<file path="src/rtl/adc_filter_pkg.sv">
// adc_filter_pkg: shared constants and FSM state type for the ADC CIC filter.
package adc_filter_pkg;
   localparam int NUM_CH       = 4;
   localparam int WORD_W       = 32;
   localparam int POP_W        = 6;
   localparam int DEC_LOG2_DEF = 3;

   function automatic int out_w(input int dec_log2);
      return POP_W + 2 * dec_log2;
   endfunction

   typedef enum logic [2:0] {
      ST_IDLE,
      ST_CAPTURE,
      ST_POP,
      ST_CH0,
      ST_CH1,
      ST_CH2,
      ST_CH3
   } state_t;
endpackage

</file>
<file path="src/rtl/adc_cic_filter_popcount32.sv">
// popcount32: combinational ones count of a 32-bit sigma-delta word (sinc1, decimate-by-32).
module popcount32
   import adc_filter_pkg::*;
(
   input  logic [WORD_W-1:0] i_word,
   output logic [POP_W-1:0]  o_count
);
   always_comb begin
      o_count = '0;
      for (int i = 0; i < WORD_W; i++) o_count = o_count + POP_W'(i_word[i]);
   end
endmodule

</file>
<file path="src/rtl/adc_cic_filter.sv">
// adc_cic_filter: sinc1 popcount front end plus a time-multiplexed 2nd-order CIC
// across four channels, publishing one result set per D strobes with valid/ack.
module adc_cic_filter
   import adc_filter_pkg::*;
#(
   parameter int DEC_LOG2 = DEC_LOG2_DEF,
   parameter int OUT_W    = out_w(DEC_LOG2)
) (
   input  logic              adc_clk_i,
   input  logic              reset,
   input  logic              buffer_full_i,
   input  logic [WORD_W-1:0] adc_a_buf_i,
   input  logic [WORD_W-1:0] adc_b_buf_i,
   input  logic [WORD_W-1:0] adc_c_buf_i,
   input  logic [WORD_W-1:0] adc_d_buf_i,
   output logic [OUT_W-1:0]  sample_a_o,
   output logic [OUT_W-1:0]  sample_b_o,
   output logic [OUT_W-1:0]  sample_c_o,
   output logic [OUT_W-1:0]  sample_d_o,
   output logic              sample_valid_o,
   input  logic              sample_ack_i,
   output logic              busy_o,
   output logic              overrun_o
);
   state_t              r_state, w_next;
   logic [WORD_W-1:0]   w_buf [NUM_CH];
   logic [WORD_W-1:0]   r_word [NUM_CH];
   logic [POP_W-1:0]    w_pop [NUM_CH];
   logic [POP_W-1:0]    r_pop [NUM_CH];
   logic [OUT_W-1:0]    r_int1 [NUM_CH];
   logic [OUT_W-1:0]    r_int2 [NUM_CH];
   logic [OUT_W-1:0]    r_int2_prev [NUM_CH];
   logic [OUT_W-1:0]    r_c1_prev [NUM_CH];
   logic [OUT_W-1:0]    r_stage [NUM_CH];
   logic [OUT_W-1:0]    r_sample [NUM_CH];
   logic [1:0]          r_ch;
   logic [DEC_LOG2-1:0] r_dec_ctr;
   logic                r_valid, r_overrun;
   logic [OUT_W-1:0]    w_int1, w_int2, w_c1, w_y;
   logic                w_proc, w_last, w_publish, w_accept;

   always_comb begin
      w_buf[0] = adc_a_buf_i;
      w_buf[1] = adc_b_buf_i;
      w_buf[2] = adc_c_buf_i;
      w_buf[3] = adc_d_buf_i;
   end

   for (genvar g = 0; g < NUM_CH; g++) begin : g_pop
      popcount32 u_pop (.i_word(r_word[g]), .o_count(w_pop[g]));
   end

   always_ff @(posedge adc_clk_i or negedge reset)
      if (!reset) r_state <= ST_IDLE;
      else        r_state <= w_next;

   // Illegal encodings wrap through the increment back to IDLE.
   always_comb begin
      w_next = r_state;
      case (r_state)
         ST_IDLE: w_next = buffer_full_i ? ST_CAPTURE : ST_IDLE;
         ST_CH3:  w_next = ST_IDLE;
         default: w_next = state_t'(r_state + 3'd1);
      endcase
   end

   assign w_accept  = (r_state == ST_IDLE) && buffer_full_i;
   assign w_proc    = r_state inside {ST_CH0, ST_CH1, ST_CH2, ST_CH3};
   assign w_last    = (r_dec_ctr == '1);
   assign w_publish = (r_state == ST_CH3) && w_last;
   assign w_int1    = r_int1[r_ch] + OUT_W'(r_pop[r_ch]);
   assign w_int2    = r_int2[r_ch] + w_int1;
   assign w_c1      = w_int2 - r_int2_prev[r_ch];
   assign w_y       = w_c1 - r_c1_prev[r_ch];

   always_ff @(posedge adc_clk_i or negedge reset)
      if (!reset) begin
         for (int i = 0; i < NUM_CH; i++) begin
            r_word[i] <= '0;
            r_pop[i]  <= '0;
         end
      end else begin
         if (w_accept) for (int i = 0; i < NUM_CH; i++) r_word[i] <= w_buf[i];
         if (r_state == ST_CAPTURE) for (int i = 0; i < NUM_CH; i++) r_pop[i] <= w_pop[i];
      end

   // One channel per cycle; comb history only advances on the decimation boundary.
   always_ff @(posedge adc_clk_i or negedge reset)
      if (!reset) begin
         for (int i = 0; i < NUM_CH; i++) begin
            r_int1[i]      <= '0;
            r_int2[i]      <= '0;
            r_int2_prev[i] <= '0;
            r_c1_prev[i]   <= '0;
            r_stage[i]     <= '0;
         end
         r_ch      <= '0;
         r_dec_ctr <= '0;
      end else begin
         if (r_state == ST_POP) r_ch <= '0;
         if (w_proc) begin
            r_ch         <= r_ch + 2'd1;
            r_int1[r_ch] <= w_int1;
            r_int2[r_ch] <= w_int2;
            if (w_last) begin
               r_int2_prev[r_ch] <= w_int2;
               r_c1_prev[r_ch]   <= w_c1;
               r_stage[r_ch]     <= w_y;
            end
         end
         if (r_state == ST_CH3) r_dec_ctr <= r_dec_ctr + 1'b1;
      end

   always_ff @(posedge adc_clk_i or negedge reset)
      if (!reset) begin
         for (int i = 0; i < NUM_CH; i++) r_sample[i] <= '0;
         r_valid   <= 1'b0;
         r_overrun <= 1'b0;
      end else begin
         if (w_publish) begin
            r_sample[0] <= r_stage[0];
            r_sample[1] <= r_stage[1];
            r_sample[2] <= r_stage[2];
            r_sample[3] <= w_y;
         end
         r_valid <= w_publish | (r_valid & ~sample_ack_i);
         if ((w_publish && r_valid && !sample_ack_i) || (buffer_full_i && r_state != ST_IDLE))
            r_overrun <= 1'b1;
      end

   assign sample_a_o     = r_sample[0];
   assign sample_b_o     = r_sample[1];
   assign sample_c_o     = r_sample[2];
   assign sample_d_o     = r_sample[3];
   assign sample_valid_o = r_valid;
   assign overrun_o      = r_overrun;
   assign busy_o         = (r_state != ST_IDLE);
endmodule

</file>
<file path="config.mk">
export PLATFORM = sky130hd
export DESIGN_NAME = adc_cic_filter
export DESIGN_NICKNAME = d
export VERILOG_FILES = /design/src/rtl/adc_filter_pkg.sv /design/src/rtl/adc_cic_filter_popcount32.sv /design/src/rtl/adc_cic_filter.sv
export SDC_FILE = /design/constraint.sdc
export NUM_CORES = 1
export LEC_CHECK = 0
export ABC_CLOCK_PERIOD_IN_PS = 9090
export CORE_MARGIN = 2
export CORE_UTILIZATION = 51
export CTS_CLUSTER_SIZE = 25
export DETAILED_ROUTE_END_ITERATION = 10
export MAX_ROUTING_LAYER = met4
export PLACE_DENSITY_LB_ADDON = 0.3
export SYNTH_ARGS = -nofsm -noshare
export SYNTH_HDL_FRONTEND = slang
export SYNTH_SLANG_ARGS = --single-unit
</file>
<file path="constraint.sdc">
create_clock -name adc_clk_i -period 9.09 [get_ports adc_clk_i]
set_clock_uncertainty 0.15 [all_clocks]
set_input_delay 1.818 -clock adc_clk_i [delete_from_list [all_inputs] [get_ports adc_clk_i]]
set_output_delay 1.818 -clock adc_clk_i [all_outputs]
set_load 0.005 [all_outputs]
</file>
==> results.ini, run 1 <==
[logic_synthesis]
yosys.area.top_type = dfrtp_1
ys_seq_elements = 438
syn_nets = 2132
synth_top_cell_area_share_pct = 48.9
synth_edf_count = 0
yosysWarnings = 0
synth_area_leaders = dfrtp_1, mux2_2, fa_1, mux4_2, ha_1
ys_types = 54
dominantRegCellSynth = dfrtp_1
syn_area_mm2 = 0.0224
synthCells = 1821
syn_area_per_cell_um2 = 12.3
yosysSeqAreaShare_pct = 48.9
synth-async-reset-ratio_pct = 100

[worst_setup_path]
required_ps = 9360
end_kind = flip-flop
critPathMaxFanout = 24
cp-start-kind = flip-flop
crit_family = compound AO/OA/AOI/OAI gates
max_stage_delay_ps = 740
cpMaxStageDelayCell = dfrtp_4
path_buf_inv = 4
crit_arrival_ps = 7920
critPathKind = reg2reg

[placed_design]
gp_congestion = 0.794
preCtsSetupSlack_ps = 1470
post-dp-hpwl_um = 30800
io_buffers = 182
place_area_mm2 = 0.0248

[final_layout]
area_growth_syn_to_layout_pct = 18.3
fin_area_mm2 = 0.0265
fin_nets = 2301
layout-drive-gt1-share_pct = 20.4

[sta]
finalSetupViolations = 0
timing.fmax_ghz = 0.131
fin_crit_sh_pct = 84.2
hold_violations = 0
period_needed_ps = 7650
max_slew_margin_pct = 29.4
finalSetupTns_ps = 0
tightest_slew_ps = 1060
slew_viol_final = 0
fin_ws_ps = 1440
rsz0062_at_grt = false

[drt]
wl_um = 45200
wl_per_cell_um = 17.3
drc = 0
routed_via_density = 5.30
vias = 13800
antenna_left = 0
drtPass1Iterations = 5
drt_iter0_markers = 739

[clock_tree]
cts_hold_buffers = 0
cts_max_level = 2
post_cts_buffers = 0
ctsRootBufferMaster = clkbuf_16
cts.clk_slew.worst_paths_ps = 60
clk_path_buf_depth = 3
clkLatencyLatePin_ps = 590
numCtsBuffers = 48
cts_resized = 0
cts_tree = done
cts_sinks = 438

[die]
die_area_mm2 = 0.0456
initial_core_util_pct = 51.8
die_height_um = 214
io_pins = 183
coreArea_mm2 = 0.0433
die_w_um = 214
rows = 76

[global_routing]
grt_pass1_wl_um = 76800
track_usage_pct = 21.9
antenna_found_initial = 1
grt_start_max_net_pins = 173
grt_pass1_vias = 15100
grt-ovfl-total = 0

[flow_run]
drv_cap = 0

[hold_path]
min_path_type = reg2reg

[run_status]
status = complete, no violations

[worst paths after layout]
path / start / depth (start not counted) / to / slack (ps)
worst min-delay path: r_int2_prev[12]$_DFFE_PN0P_ / 2 / r_int2_prev[12]$_DFFE_PN0P_ / 320
min in group asynchronous: reset / 1 / r_stage[37]$_DFFE_PN0P_ / 1110
max in group asynchronous: reset / 2 / r_word[119]$_DFFE_PN0P_ / 6280
worst max register to register: r_ch[0]$_DFFE_PN0P_ / 26 / r_stage[23]$_DFFE_PN0P_ / 1440
worst max-delay path: r_ch[0]$_DFFE_PN0P_ / 26 / r_stage[23]$_DFFE_PN0P_ / 1440
worst min register to register: r_int2_prev[12]$_DFFE_PN0P_ / 2 / r_int2_prev[12]$_DFFE_PN0P_ / 320
[per-layer routing]
metal / GRT usage (%) / wire (um) / part of all wire, % / up-vias
li1: - / - / - / 6493
met1: 27.9 / 19400 / 43 / 7014
met2: 35.9 / 22900 / 51 / 251
met3: 4.06 / 1910 / 4.2 / 72
met4: 6.51 / 1000 / 2.2 / 0
met5: - / 0 / 0 / -
[Yosys cell counts, types with 2 or more instances]
master	number
buf_1	7
mux2_2	250
o22ai_1	2
fa_1	100
a21oi_1	28
nor2b_1	8
or4_1	6
clkbuf_1	69
nand2_1	200
dfrtp_1	438
a221oi_1	4
nor3b_1	4
and3_1	4
inv_1	212
o221ai_1	2
xor2_1	28
a32o_1	2
o41ai_1	2
o21ai_0	189
a211oi_1	3
nand3_1	16
nor2_1	21
xnor2_1	25
or3_1	4
and2_1	2
nand2b_1	6
xnor3_1	4
o21bai_1	5
ha_1	79
nor3_1	6
o32ai_1	2
mux4_2	54
a21o_1	18
[worst register-to-register path, cell delays in order (launching register included)]
cell     delay, ps
dfrtp_4        740
mux4_2         570
ha_1           250
inv_1           90
fa_1           220
nor2b_1         80
o22ai_2        200
xor2_1         450
inv_1          100
ha_1           330
a221o_1        360
xnor2_1        510
inv_1          140
ha_1           290
o41ai_1        570
o32ai_1        250
nand2_1        130
xor2_1         300
inv_1           90
ha_1           350
and3_1         180
a21oi_1        100
o21ai_0        120
o41ai_1        360
xnor2_1        150
xnor2_1        270
o21ai_0        130
[sequential cells by signal (all words and copies together) (netlist names), 24 cells and up]
signal       cells
r_c1_prev       48
r_pop           24
r_stage         36
r_int1          48
r_int2          48
r_word         128
r_int2_prev     48
[logic make-up after synthesis]
| group | after synthesis | synth area share (%) |
|---|---|---|
| adder cells (fa/ha/maj) | 180 | 13.4 |
| flip-flops | 438 | 48.9 |
| AO/OA/AOI/OAI | 270 | 6.83 |
| multiplexers | 305 | 18.0 |
| XOR/XNOR | 60 | 2.74 |
| AND/OR/NAND/NOR | 278 | 5.22 |
| buffers and inverters | 290 | 4.90 |
[cell type report]
class                           instances  area [um^2]
Antenna cell                            1         2.50
Sequential cell                       438        11000
Tap cell                              585          732
Timing Repair Buffer                  197         1960
Fill cell                            3355        16700
Clock buffer                           71         1430
Clock inverter                         14          244
Multi-Input combinational cell       1093        10400
Inverter                              212          796
[metrics by stage]
step	hold WS (ps)	std cells	util [%]
floorplan	295	1821	-
global placement	306	2525	57.4
detailed placement	315	2525	57.4
CTS	329	2610	61.3
global route	344	2611	61.3
finish	324	2611	61.3
[layout by cell type (no fill, tap or decap), drive strengths merged, types with 5 or more instances in the layout]
master / n
clkdlybuf4s50: 181
o21ai: 190
ha: 79
mux4: 54
a21o: 18
nor2b: 8
nand2b: 6
bufinv: 6
nor2: 21
a21oi: 29
xor2: 30
o21bai: 5
buf: 16
mux2: 250
xnor2: 26
clkbuf: 71
dfrtp: 438
nand3: 16
nor3: 6
nand2: 200
or4: 6
fa: 100
inv: 214
Power of run 1 is not shown: default switching activity piles up to over one toggle a cycle in this logic, so the estimate is an artifact.
==> run 2: changes to the inputs <==
ABC_CLOCK_PERIOD_IN_PS = 7100   (was 9090)
clock period = 7.1 ns   (was 9.09 ns; I/O delays follow)
==> run 2 against run 1 <==
  * First-iteration DRC count is 13% higher
  * Via count rose by 0.18%
  * Core utilization increased by 0.38 points
  * Fmax up 15%
  * Final cell count up 0.50%
  * Register-to-register slack worse by 1000 ps
  * Sequential share of layout area is 0.25 points lower
  * Critical path depth down 1
  * Clock-buffer cell count shrank 11
  * Sequential cell count did not move
  * Hold slack about the same
  * Critical path type unchanged
  * Critical endpoint is now r_stage[35]$_DFFE_PN0P_
  * Highest routed layer unchanged
==> results.ini, run 2 (synthesis gave the netlist of run 1 again) <==
[final_layout]
seqCellArea_mm2 = 0.0110  ; unchanged
layout_commonest_cell = dfrtp_1
nFillCells = 3351  ; -0.12%
largest_register_ff_count = 128  ; unchanged
fin_nets = 2312  ; +0.48%
layout-drive-gt1-share_pct = 21.4  ; +1.0 points
multiInputGateArea_mm2 = 0.0104  ; +0.52%
final_cell_mix = dfrtp_1, mux2_2, inv_1
final_cells = 2624  ; +0.50%
area_growth_syn_to_layout_pct = 19.0
largest_register = r_word

[placed_design]
io_buffers = 182  ; unchanged
post-dp-hpwl_um = 31800  ; +3.4%
placedCellCount = 2536  ; +0.44%
preCtsSetupSlack_ps = 116  ; -1350 ps
gp_congestion = 0.796  ; +0.30%

[drt]
routed_via_density = 5.28  ; -0.32%
drtPass1Iterations = 4  ; -1
antenna_left = 0  ; unchanged
wl_um = 45600  ; +0.73%
drt_iter0_markers = 835  ; +13%
vias = 13900  ; +0.18%
drc = 0  ; unchanged
wl_per_cell_um = 17.4  ; +0.23%

[sta]
max_slew_margin_pct = 22.6  ; -6.9 points
hold_violations = 0  ; unchanged
slew_viol_final = 0  ; unchanged
tightest_slew_ps = 1160  ; +100 ps
finalSetupViolations = 0  ; unchanged
timing.fmax_ghz = 0.150  ; +15%
period_needed_ps = 6680  ; -971 ps
finalSetupTns_ps = 0  ; unchanged
rsz0062_at_grt = false
whs_ps = 324  ; +0.102 ps
fin_crit_sh_pct = 94.1  ; +9.9 points
fin_ws_ps = 420  ; -1020 ps

[global_routing]
grt_pass1_vias = 15000  ; -0.77%
track_usage_pct = 21.7  ; -0.12 points
grt-ovfl-total = 0  ; unchanged
grt_pass1_wl_um = 76000  ; -0.99%
antenna_found_initial = 1  ; unchanged
grt_start_max_net_pins = 155  ; -10%

[clock_tree]
ctsRootBufferMaster = clkbuf_16
cts_sinks = 438  ; unchanged
clk_path_buf_depth = 3  ; unchanged
cts_hold_buffers = 0  ; unchanged
cts_tree = done
cts.clk_slew.worst_paths_ps = 60  ; about the same
numCtsBuffers = 46  ; -4.2%
clkLatencyLatePin_ps = 590  ; about the same
cts_max_level = 2  ; unchanged

[die]
rows = 76  ; unchanged
coreArea_mm2 = 0.0433  ; unchanged
die_height_um = 214  ; unchanged
die_w_um = 214  ; unchanged
initial_core_util_pct = 51.8  ; unchanged
die_area_mm2 = 0.0456  ; unchanged
io_pins = 183  ; unchanged

[worst_setup_path]
regToRegStartpoint = r_ch[0]$_DFFE_PN0P_
required_ps = 7390  ; -1970 ps
path_buf_inv = 3  ; -1
crit_family = compound AO/OA/AOI/OAI gates
critPathMaxFanout = 6  ; -75%
end_kind = flip-flop
critPathKind = reg2reg
reg2reg_depth = 25  ; -3.8%
cpMaxStageDelayCell = mux4_2
crit_arrival_ps = 6970  ; -950 ps
max_stage_delay_ps = 550  ; -190 ps
cp-start-kind = flip-flop
r2r-end = r_stage[35]$_DFFE_PN0P_
cpMostUsedCell = ha_1
r2r_slack_ps = 420  ; -1020 ps

[hold_path]
hold_depth = 2  ; unchanged
min_to = r_int2_prev[15]$_DFFE_PN0P_
holdCritStartpoint = r_int2_prev[15]$_DFFE_PN0P_
min_path_type = reg2reg

[run_status]
status = complete, no violations

[flow_run]
drv_cap = 0  ; unchanged

==> run 2: stage by stage <==
| step | util, % | area, um^2 |
|---|---|---|
| 2_1_floorplan | - | 22400 |
| 3_3_place_gp | 57.7 | 25000 |
| 3_5_place_dp | 57.7 | 25000 |
| 4_1_cts | 61.6 | 26600 |
| 5_1_grt | 61.7 | 26700 |
| 6_report | 61.7 | 26700 |
==> run 2: final cells by class <==
class / instances / area share [%]
Tap cell: 585 / 2.74
Clock buffer: 60 / 4.77
Timing Repair Buffer: 210 / 7.73
Sequential cell: 438 / 41.1
Antenna cell: 1 / 0.00938
Multi-Input combinational cell: 1093 / 39.1
Inverter: 212 / 2.98
Clock inverter: 25 / 1.54
==> run 2: worst register-to-register path, cell delays in order, from the launching register on <==
cell and delay, ps:
dfrtp_4 440, buf_4 190, mux4_2 550, ha_1 340
a21o_1 190, a21oi_1 170, xnor2_1 290, ha_1 390
nor2b_1 160, a221o_1 350, xnor2_2 160, inv_1 60
ha_1 340, a21o_1 210, maj3_1 400, a21oi_2 220
xor2_2 220, inv_1 70, ha_1 350, and3_1 170
a21oi_1 110, o21ai_0 120, o41ai_1 350, xnor2_1 150
xnor2_1 280, o21ai_0 110
==> run 2: repair_timing <==
action                                 CTS  global route
resized for setup                        0             5
setup endpoints to repair                0            11
buffers inserted                         0             2
endpoints found under the hold margin    0             0
==> run 2: worst max path at each step <==
stage | startpoint | endpoint | slack (ps) | depth (start not counted)
3_5_place_dp | r_ch[0]$_DFFE_PN0P_ | r_stage[35]$_DFFE_PN0P_ | 120 | 26
6_report | r_ch[0]$_DFFE_PN0P_ | r_stage[35]$_DFFE_PN0P_ | 420 | 25
5_1_grt | r_ch[0]$_DFFE_PN0P_ | r_stage[35]$_DFFE_PN0P_ | 20 | 25
4_1_cts | r_ch[0]$_DFFE_PN0P_ | r_stage[35]$_DFFE_PN0P_ | 60 | 26
3_3_place_gp | r_ch[0]$_DFFE_PN0P_ | r_stage[35]$_DFFE_PN0P_ | 280 | 26
2_1_floorplan | r_ch[0]$_DFFE_PN0P_ | sample_d_o[11]$_DFFE_PN0P_ | 40 | 30
==> run 2: metal layers <==
layer  part of all wire (%)  GRT usage, %  vias up
met5                      0             -        -
met4                    2.7          7.02        0
met2                     51          36.2      229
met3                    4.3          3.88       84
li1                       -             -     6484
met1                     42          27.1     7058
Power of run 2 is left out for the same reason.
==> run 3: changes to the inputs <==
SETUP_SLACK_MARGIN = 0.2   (was default)
==> run 3 against run 2 <==
  * Non-clock buffer count increased by 9
  * Highest routed layer unchanged
  * Register-to-register slack better by 220 ps
  * Routed wire length barely moved
  * First-iteration DRC count decreased by 14%
  * Hold slack gained 3.8 ps
  * Core utilization increased by 0.27 points
  * Via count about the same
  * Sequential cell count unchanged
  * Die area did not move
==> results.ini, run 3 (synthesis gave the netlist of run 1 again) <==
[worst_setup_path]
critPathKind = reg2reg
crit_arrival_ps = 6740  ; -230 ps
cp-start-kind = flip-flop
critPathMaxFanout = 10  ; +4
path_buf_inv = 4  ; +1
end_kind = flip-flop
required_ps = 7380  ; about the same
cpMaxStageDelayCell = mux4_2
max_stage_delay_ps = 540  ; about the same
crit_family = adder cells

[final_layout]
area_growth_syn_to_layout_pct = 19.6
largest_register_ff_count = 128  ; unchanged
final_cell_mix = dfrtp_1, mux2_2, inv_1
fin_nets = 2322  ; +0.43%
largest_register = r_word
nFillCells = 3402  ; +1.5%
layout_commonest_cell = dfrtp_1
layout-drive-gt1-share_pct = 22.1  ; +0.65 points

[clock_tree]
cts_tree = done
cts.clk_slew.worst_paths_ps = 60  ; about the same
numCtsBuffers = 47  ; +2.2%
clk_path_buf_depth = 3  ; unchanged
cts_max_level = 2  ; unchanged
cts_hold_buffers = 0  ; unchanged
cts_sinks = 438  ; unchanged
ctsRootBufferMaster = clkbuf_16
clkLatencyLatePin_ps = 590  ; about the same

[drt]
wl_per_cell_um = 17.3  ; -0.43%
drtPass1Iterations = 5  ; +1
drc = 0  ; unchanged
wl_um = 45500  ; about the same
antenna_left = 0  ; unchanged
routed_via_density = 5.27  ; -0.28%
drt_iter0_markers = 717  ; -14%
vias = 13900  ; +0.058%

[run_status]
status = complete, no violations

[die]
initial_core_util_pct = 51.8  ; unchanged
rows = 76  ; unchanged
die_area_mm2 = 0.0456  ; unchanged
die_w_um = 214  ; unchanged
die_height_um = 214  ; unchanged
io_pins = 183  ; unchanged
coreArea_mm2 = 0.0433  ; unchanged

[global_routing]
grt_start_max_net_pins = 114  ; -26%
grt-ovfl-total = 0  ; unchanged
antenna_found_initial = 2  ; +1
grt_pass1_wl_um = 76400  ; +0.48%
track_usage_pct = 21.8  ; +0.026 points
grt_pass1_vias = 15200  ; +1.1%

[placed_design]
post-dp-hpwl_um = 31800  ; about the same
gp_congestion = 0.817  ; +2.6%
io_buffers = 182  ; unchanged

[sta]
finalSetupTns_ps = 0  ; unchanged
fin_crit_sh_pct = 91.0  ; -3.1 points
finalSetupViolations = 0  ; unchanged
timing.fmax_ghz = 0.155  ; +3.4%
period_needed_ps = 6460  ; -219 ps
tightest_slew_ps = 925  ; -234 ps
slew_viol_final = 0  ; unchanged
max_slew_margin_pct = 38.3  ; +16 points
rsz0062_at_grt = false
hold_violations = 0  ; unchanged

[flow_run]
drv_cap = 0  ; unchanged

[hold_path]
min_path_type = reg2reg

==> run 3: layer usage <==
layer / global-route usage (%) / vias up / share of wire, %
li1: - / 6504 / -
met5: - / - / 0
met1: 27.0 / 7082 / 43
met2: 36.9 / 208 / 51
met3: 4.10 / 69 / 4.1
met4: 5.87 / 0 / 1.9
==> run 3: per-stage QoR <==
step                util [%]  instance area (um^2)  worst slack [ps]  hold slack [ps]  cells
floorplan                  -                 22500               200              295   1821
global placement        57.8                 25000               280              306   2543
detailed placement      57.8                 25000              50.2              314   2543
CTS                     61.7                 26700               232              328   2627
global route            61.9                 26800               230              350   2633
finish                  61.9                 26800               639              328   2633
==> run 3: tightest hold or removal path, delay by kind of cell (launching register included) <==
family,cells,cell delay (ps)
AND/OR/NAND/NOR,1,40
AO/OA/AOI/OAI,1,60
flip-flops,1,340
==> run 3: what timing repair did <==
action,CTS,global route
pin swaps,0,5
gates resized for setup,3,13
setup buffers,0,4
endpoints found under the setup margin,4,12
cloned,0,0
==> run 3: path summary, 6_finish.rpt <==
check	from	to	slack, ps	cells past startpoint
worst max-delay path	r_ch[0]$_DFFE_PN0P_	sample_d_o[11]$_DFFE_PN0P_	640	27
worst min-delay path	r_int2_prev[36]$_DFFE_PN0P_	r_int2_prev[36]$_DFFE_PN0P_	330	2
worst max register to register	r_ch[0]$_DFFE_PN0P_	sample_d_o[11]$_DFFE_PN0P_	640	27
worst min register to register	r_int2_prev[36]$_DFFE_PN0P_	r_int2_prev[36]$_DFFE_PN0P_	330	2
max in group asynchronous	reset	sample_b_o[2]$_DFFE_PN0P_	4540	2
min in group asynchronous	reset	r_stage[44]$_DFFE_PN0P_	730	1
==> run 3: layout make-up <==
cell class | count | area, um^2 | area share, %
timing repair buffer | 219 | 2130 | 7.96
inverter | 212 | 796 | 2.97
clock inverter | 19 | 303 | 1.13
tap | 585 | 732 | 2.73
clock buffer | 65 | 1370 | 5.10
sequential | 438 | 11000 | 40.9
multi-input combinational | 1093 | 10500 | 39.2
antenna | 2 | 5.00 | 0.0187
Power of run 3 is left out for the same reason.
